## config.mk

```make
export PLATFORM = sky130hd
export DESIGN_NAME = clk_ratio_detector
export DESIGN_NICKNAME = d
export VERILOG_FILES = /design/src/rtl/clk_ratio_detector.sv
export SDC_FILE = /design/constraint.sdc
export NUM_CORES = 1
export LEC_CHECK = 0
export ABC_AREA = 1
export CAP_MARGIN = 40
export CORE_MARGIN = 1.5
export CORE_UTILIZATION = 60
export DETAILED_ROUTE_END_ITERATION = 6
export PLACE_DENSITY = 0.79
export SYNTH_ARGS = -nofsm -noshare
export SYNTH_HDL_FRONTEND = slang
export SYNTH_SLANG_ARGS = --single-unit
```

## constraint.sdc

```tcl
create_clock -name inClk -period 4.4 [get_ports inClk]
set_input_delay 0.88 -clock inClk [delete_from_list [all_inputs] [get_ports inClk]]
set_output_delay 0.88 -clock inClk [all_outputs]
set_load 0.05 [all_outputs]
```

## src/rtl/clk_ratio_detector.sv

```systemverilog
// clk_ratio_detector: measures a divided clock's period and reports n, where measClk = inClk/2^n.
// Optional feature macro: DUTY_CHECK_EN (high-time check driving dutyErr).
module clk_ratio_detector #(
    parameter int MAX_N          = 11,
    parameter int SYNC_STAGES    = 2,
    parameter int TIMEOUT_CYCLES = 4096
) (
    input  logic       inClk,
    input  logic       reset,
    input  logic       measClk,
    output logic [3:0] nOut,
    output logic       locked,
    output logic       update,
    output logic       badRatio,
    output logic       noClk,
    output logic       dutyErr
);
    localparam int CW   = 13;
    localparam int WARM = SYNC_STAGES + 1;
    localparam int WW   = $clog2(WARM + 1);
    localparam logic [CW-1:0] TMO  = CW'(TIMEOUT_CYCLES);
    localparam logic [CW-1:0] PMAX = CW'(1) << MAX_N;

    typedef enum logic [2:0] {
        S_SEEK,
        S_MEAS,
        S_CHECK,
        S_LOCKED,
        S_NOCLK
    } state_t;

    logic [SYNC_STAGES-1:0] r_sync;
    logic                   r_sync_d;
    logic [WW-1:0]          r_warm;
    logic [CW-1:0]          r_cnt;
    state_t                 r_state;
    logic [3:0]             r_cand;
    logic [3:0]             r_nout;
    logic                   r_locked;
    logic                   r_update;
    logic                   r_bad;
    logic                   r_noclk;

    logic       w_sync_out;
    logic       w_warm_done;
    logic       w_rise;
    logic       w_timeout;
    logic       w_pow2;
    logic       w_valid;
    logic [3:0] w_n;
    state_t     w_state_nxt;
    logic [3:0] w_cand_nxt;
    logic [3:0] w_nout_nxt;
    logic       w_locked_nxt;
    logic       w_update_nxt;
    logic       w_bad_nxt;
    logic       w_noclk_nxt;

    assign w_sync_out  = r_sync[SYNC_STAGES-1];
    assign w_warm_done = (r_warm == WW'(WARM));
    assign w_rise      = w_warm_done & w_sync_out & ~r_sync_d;
    assign w_timeout   = (r_cnt == TMO) & ~w_rise;

    // Synchronize measClk, keep a delayed copy, and mask edges while warming up
    always_ff @(posedge inClk) begin
        if (reset) begin
            r_sync   <= '0;
            r_sync_d <= 1'b0;
            r_warm   <= '0;
        end else begin
            r_sync   <= {r_sync[SYNC_STAGES-2:0], measClk};
            r_sync_d <= w_sync_out;
            if (!w_warm_done) begin
                r_warm <= r_warm + WW'(1);
            end
        end
    end

    // Period counter: restarts at 1 on each rise, saturates at the timeout
    always_ff @(posedge inClk) begin
        if (reset) begin
            r_cnt <= '0;
        end else if (w_rise) begin
            r_cnt <= CW'(1);
        end else if (r_cnt != TMO) begin
            r_cnt <= r_cnt + CW'(1);
        end
    end

    assign w_pow2  = ((r_cnt & (r_cnt - CW'(1))) == '0);
    assign w_valid = w_pow2 && (r_cnt >= CW'(2)) && (r_cnt <= PMAX);

    // Priority encode log2 of the measured period
    always_comb begin
        w_n = '0;
        for (int i = 1; i <= MAX_N; i++) begin
            if (r_cnt[i]) begin
                w_n = 4'(i);
            end
        end
    end

    // Next-state and output decisions for the lock tracker
    always_comb begin
        w_state_nxt  = r_state;
        w_cand_nxt   = r_cand;
        w_nout_nxt   = r_nout;
        w_locked_nxt = r_locked;
        w_update_nxt = 1'b0;
        w_bad_nxt    = 1'b0;
        w_noclk_nxt  = r_noclk;
        if (w_rise) begin
            unique case (r_state)
                S_SEEK, S_NOCLK: begin
                    w_state_nxt = S_MEAS;
                    w_noclk_nxt = 1'b0;
                end
                S_MEAS: begin
                    if (w_valid) begin
                        w_state_nxt = S_CHECK;
                        w_cand_nxt  = w_n;
                    end else begin
                        w_bad_nxt = 1'b1;
                    end
                end
                S_CHECK: begin
                    if (!w_valid) begin
                        w_state_nxt = S_MEAS;
                        w_bad_nxt   = 1'b1;
                    end else if (w_n == r_cand) begin
                        w_state_nxt  = S_LOCKED;
                        w_nout_nxt   = r_cand;
                        w_locked_nxt = 1'b1;
                        w_update_nxt = 1'b1;
                    end else begin
                        w_cand_nxt = w_n;
                    end
                end
                S_LOCKED: begin
                    if (!w_valid) begin
                        w_state_nxt  = S_MEAS;
                        w_locked_nxt = 1'b0;
                        w_bad_nxt    = 1'b1;
                    end else if (w_n != r_nout) begin
                        w_state_nxt  = S_CHECK;
                        w_cand_nxt   = w_n;
                        w_locked_nxt = 1'b0;
                    end
                end
                default: begin
                    w_state_nxt = S_SEEK;
                end
            endcase
        end else if (w_timeout && (r_state != S_NOCLK)) begin
            w_state_nxt  = S_NOCLK;
            w_nout_nxt   = '0;
            w_locked_nxt = 1'b0;
            w_noclk_nxt  = 1'b1;
        end
    end

    // State and registered outputs
    always_ff @(posedge inClk) begin
        if (reset) begin
            r_state  <= S_SEEK;
            r_cand   <= '0;
            r_nout   <= '0;
            r_locked <= 1'b0;
            r_update <= 1'b0;
            r_bad    <= 1'b0;
            r_noclk  <= 1'b0;
        end else begin
            r_state  <= w_state_nxt;
            r_cand   <= w_cand_nxt;
            r_nout   <= w_nout_nxt;
            r_locked <= w_locked_nxt;
            r_update <= w_update_nxt;
            r_bad    <= w_bad_nxt;
            r_noclk  <= w_noclk_nxt;
        end
    end

    assign nOut     = r_nout;
    assign locked   = r_locked;
    assign update   = r_update;
    assign badRatio = r_bad;
    assign noClk    = r_noclk;

`ifdef DUTY_CHECK_EN
    logic [CW-1:0] r_hi;
    logic          r_duty;
    logic          w_meas_st;

    assign w_meas_st = (r_state == S_MEAS) || (r_state == S_CHECK) ||
                       (r_state == S_LOCKED);

    // High-time counter; the rise cycle itself is the first high cycle
    always_ff @(posedge inClk) begin
        if (reset) begin
            r_hi <= '0;
        end else if (w_rise) begin
            r_hi <= CW'(1);
        end else if (w_sync_out && (r_hi != TMO)) begin
            r_hi <= r_hi + CW'(1);
        end
    end

    // Advisory flag when the high time is not half the valid period
    always_ff @(posedge inClk) begin
        if (reset) begin
            r_duty <= 1'b0;
        end else begin
            r_duty <= w_rise & w_valid & w_meas_st & (r_hi != (r_cnt >> 1));
        end
    end

    assign dutyErr = r_duty;
`else
    assign dutyErr = 1'b0;
`endif

endmodule
```

==> impl_metrics.yaml <==
min_path:
  min_from: "r_sync[0]$_SDFF_PP0_"
  hold_depth: 2
  hold_class: "flop to flop"
  whs_endpoint: "r_sync[1]$_SDFF_PP0_"
timing:
  finalCritPeriodShare: 0.5529
  tns_ns: 0
  fin_crit_ns: 2.433
  setup_ws_ns: 1.967
  slew-limit-headroom: 0.5153
  slew_viol_final: 0
  rsz0062_at_grt: "no"
  clock-skew-final_ns: 0.006123
  setup_viol: 0
  worst_slew_pin_slew_ns: 0.7247
  hold_violations: 0
  fmax_mhz: 411.0
yosys:
  syn_area_um2: 2155
  avgSynthCellArea_um2: 6.086
  ys_seq_elements: 33
  ys_types: 32
  synth.net_count: 361
  ys_warn_count: 0
  syn_inst: 354
  synth_seq_area_share: 0.3066
cells_and_area:
  final_cell_mix: "98 x nand2_1, 74 x nor2_1, 46 x inv_1"
  diodes: 0
  area_growth_syn_to_layout_pct: 10.22
  drive_above_1_share: 0.08967
  nNetsFinal: 374
  final_area_um2: 2375
  layout_commonest_cell: "nand2_1"
drt:
  first_pass_iters: 4
  ant_nets: 0
  viasPerCell: 5.133
  drc: 0
  vias: 2125
  dr.first_iter.drc_count: 156
  wirelength_um: 4781
  wire_per_inst_um: 11.55
floorplanning:
  rows: 21
  start_util: 0.6357
  coreArea_um2: 3390
  chipHeight_um: 62.93
  die_w_um: 62.93
  pin_count: 12
  dieArea_um2: 3960
global_routing:
  grt_pass1_vias: 1956
  antenna_found_initial: 0
  globalRouteMet1Util: 0.3798
  overflow: 0
  grt_start_max_net_pins: 17
  use_met3: 0.05946
  grt_pass1_wl_um: 8390
  grt_util_all_layers: 0.2647
  top_usage_layer: "met2"
  grt.met2_usage: 0.3936
clock_tree:
  cts-root-buf: "clkbuf_4"
  postCtsSetupBuffers: 0
  cts_tree: "done"
  cts.reportedPaths.clkPinSlew_ns: 0.11
  cts_made_buffers: 5
  ctsHoldBuffers: 0
  htree_num_levels: 2
  insertion_delay_ns: 0.34
  cts_max_path_buffers: 2
  cts_resized: 0
  cts.sink_count: 33
critical_path:
  critPathArrivalTime_ns: 1.55
  r2r-end: "r_state[0]$_SDFFE_PP0P_"
  path_cells: "clkdlybuf4s50_1"
  startpoint_type: "flop"
  critical_path_buf_inv_count: 1
  cp-end-kind: "output port"
  cp_data_required_time_ns: 3.52
  worstPathMaxFanout: 4
  crit_family: "buffers and inverters"
  regToRegSetupSlack_ns: 2.00
  critical_path.slowest_cell: "clkdlybuf4s50_1"
  worstReg2RegStart: "r_warm[0]$_SDFFE_PP0P_"
  slowest_delay_ns: 0.82
  critical_path_class: "flop to output port"
  r2r_cells: 10
place:
  dpl_cell_area_um2: 2286
  pre_cts_ws_ns: 1.826
  dp_hpwl_um: 3644
  io_buffers: 10
  gp_congestion: 0.8754
outcome:
  status: "finished clean"
power_and_ir_drop:
  ir_drop_uv: 191.8
  p_leak_nw: 1.123
  power.density_nw_per_um2: 274.6
job:
  drv_cap: 0
==> worst reg2reg max path, delay by kind of cell, from the launching register on <==
family,cells,cell delay [ns]
buffers and inverters,3,0.40
adders and majority gates,1,0.17
and+or+nand+nor,6,1.37
DFF,1,0.37
==> worst max-delay path by stage <==
stage	startpoint	end	slack, ns	depth (start not counted)
CTS	nOut[0]$_SDFFE_PP0P_	nOut[0]	1.96	1
global route	r_warm[0]$_SDFFE_PP0P_	r_state[1]$_SDFFE_PP0P_	1.79	10
floorplan	r_cnt[0]$_SDFFE_PP0P_	r_cand[0]$_SDFFE_PP0P_	2.64	13
detailed placement	reset	r_cnt[7]$_SDFFE_PP0P_	1.83	4
finish	nOut[0]$_SDFFE_PP0P_	nOut[0]	1.97	1
global placement	reset	r_cnt[12]$_SDFFE_PP0P_	1.93	4
==> final cells by class <==
cell class                 instances  area, µm²
multi-input combinational        266       1276
fill                             295       1015
sequential                        33      660.6
inverter                          51      191.4
timing repair buffer              10      100.1
tap                               46      57.56
clock buffer                       6      51.30
clock inverter                     2      37.54
==> Yosys cell counts, drive strengths merged <==
master | n | share of area
nand2 | 103 | 0.19
nor2 | 82 | 0.17
inv | 50 | 0.087
dfxtp | 33 | 0.31
nand3 | 28 | 0.080
a21oi | 16 | 0.039
o21ai | 12 | 0.028
nor3 | 8 | 0.024
ha | 4 | 0.023
xor2 | 3 | 0.012
a211oi | 2 | 0.0070
buf | 2 | 0.0087
clkbuf | 2 | 0.0035
nand4 | 2 | 0.0058
nor4 | 2 | 0.0058
clkinv | 1 | 0.0017
conb | 1 | 0.0017
nor3b | 1 | 0.0035
o211ai | 1 | 0.0058
o21bai | 1 | 0.0035
==> power breakdown <==
group	internal, mW	switching (mW)
clock network	0.135	0.110
logic	0.0293	0.0642
registers	0.307	0.00664
total	0.471	0.181
==> logic make-up after synthesis <==
kind of cell | Yosys count | synth area share
buffers and inverters | 55 | 0.1010
xor gates and xnor gates | 3 | 0.01220
DFF | 33 | 0.3066
and+or+nand+nor | 226 | 0.4721
AOI/OAI and AO/OA | 32 | 0.08304
other | 1 | 0.001740
adders and majority gates | 4 | 0.02323
==> registers in the layout, summed over array words and instances (netlist names) <==
signal and flops:
badRatio 1, locked 1, nOut 4, noClk 1
r_cand 4, r_cnt 13, r_state 3, r_sync 2
r_sync_d 1, r_warm 2, update 1
==> through the flow <==
stage	total power [mW]	cells	hold WS [ns]	utilization
floorplan	0.3930	354	0.3883	-
global placement	0.4116	406	0.4017	0.6744
detailed placement	0.4119	406	0.4052	0.6744
CTS	0.6534	414	0.4217	0.7006
global route	0.6859	414	0.4416	0.7006
finish	0.6520	414	0.4162	0.7006
==> per-layer routing <==
layer / vias to the layer above / wire length [µm]
li1: 1124 / -
met1: 934 / 2453
met2: 60 / 1990
met3: 7 / 287
met4: 0 / 49
met5: - / 0
(Power assumes the default switching activity.)
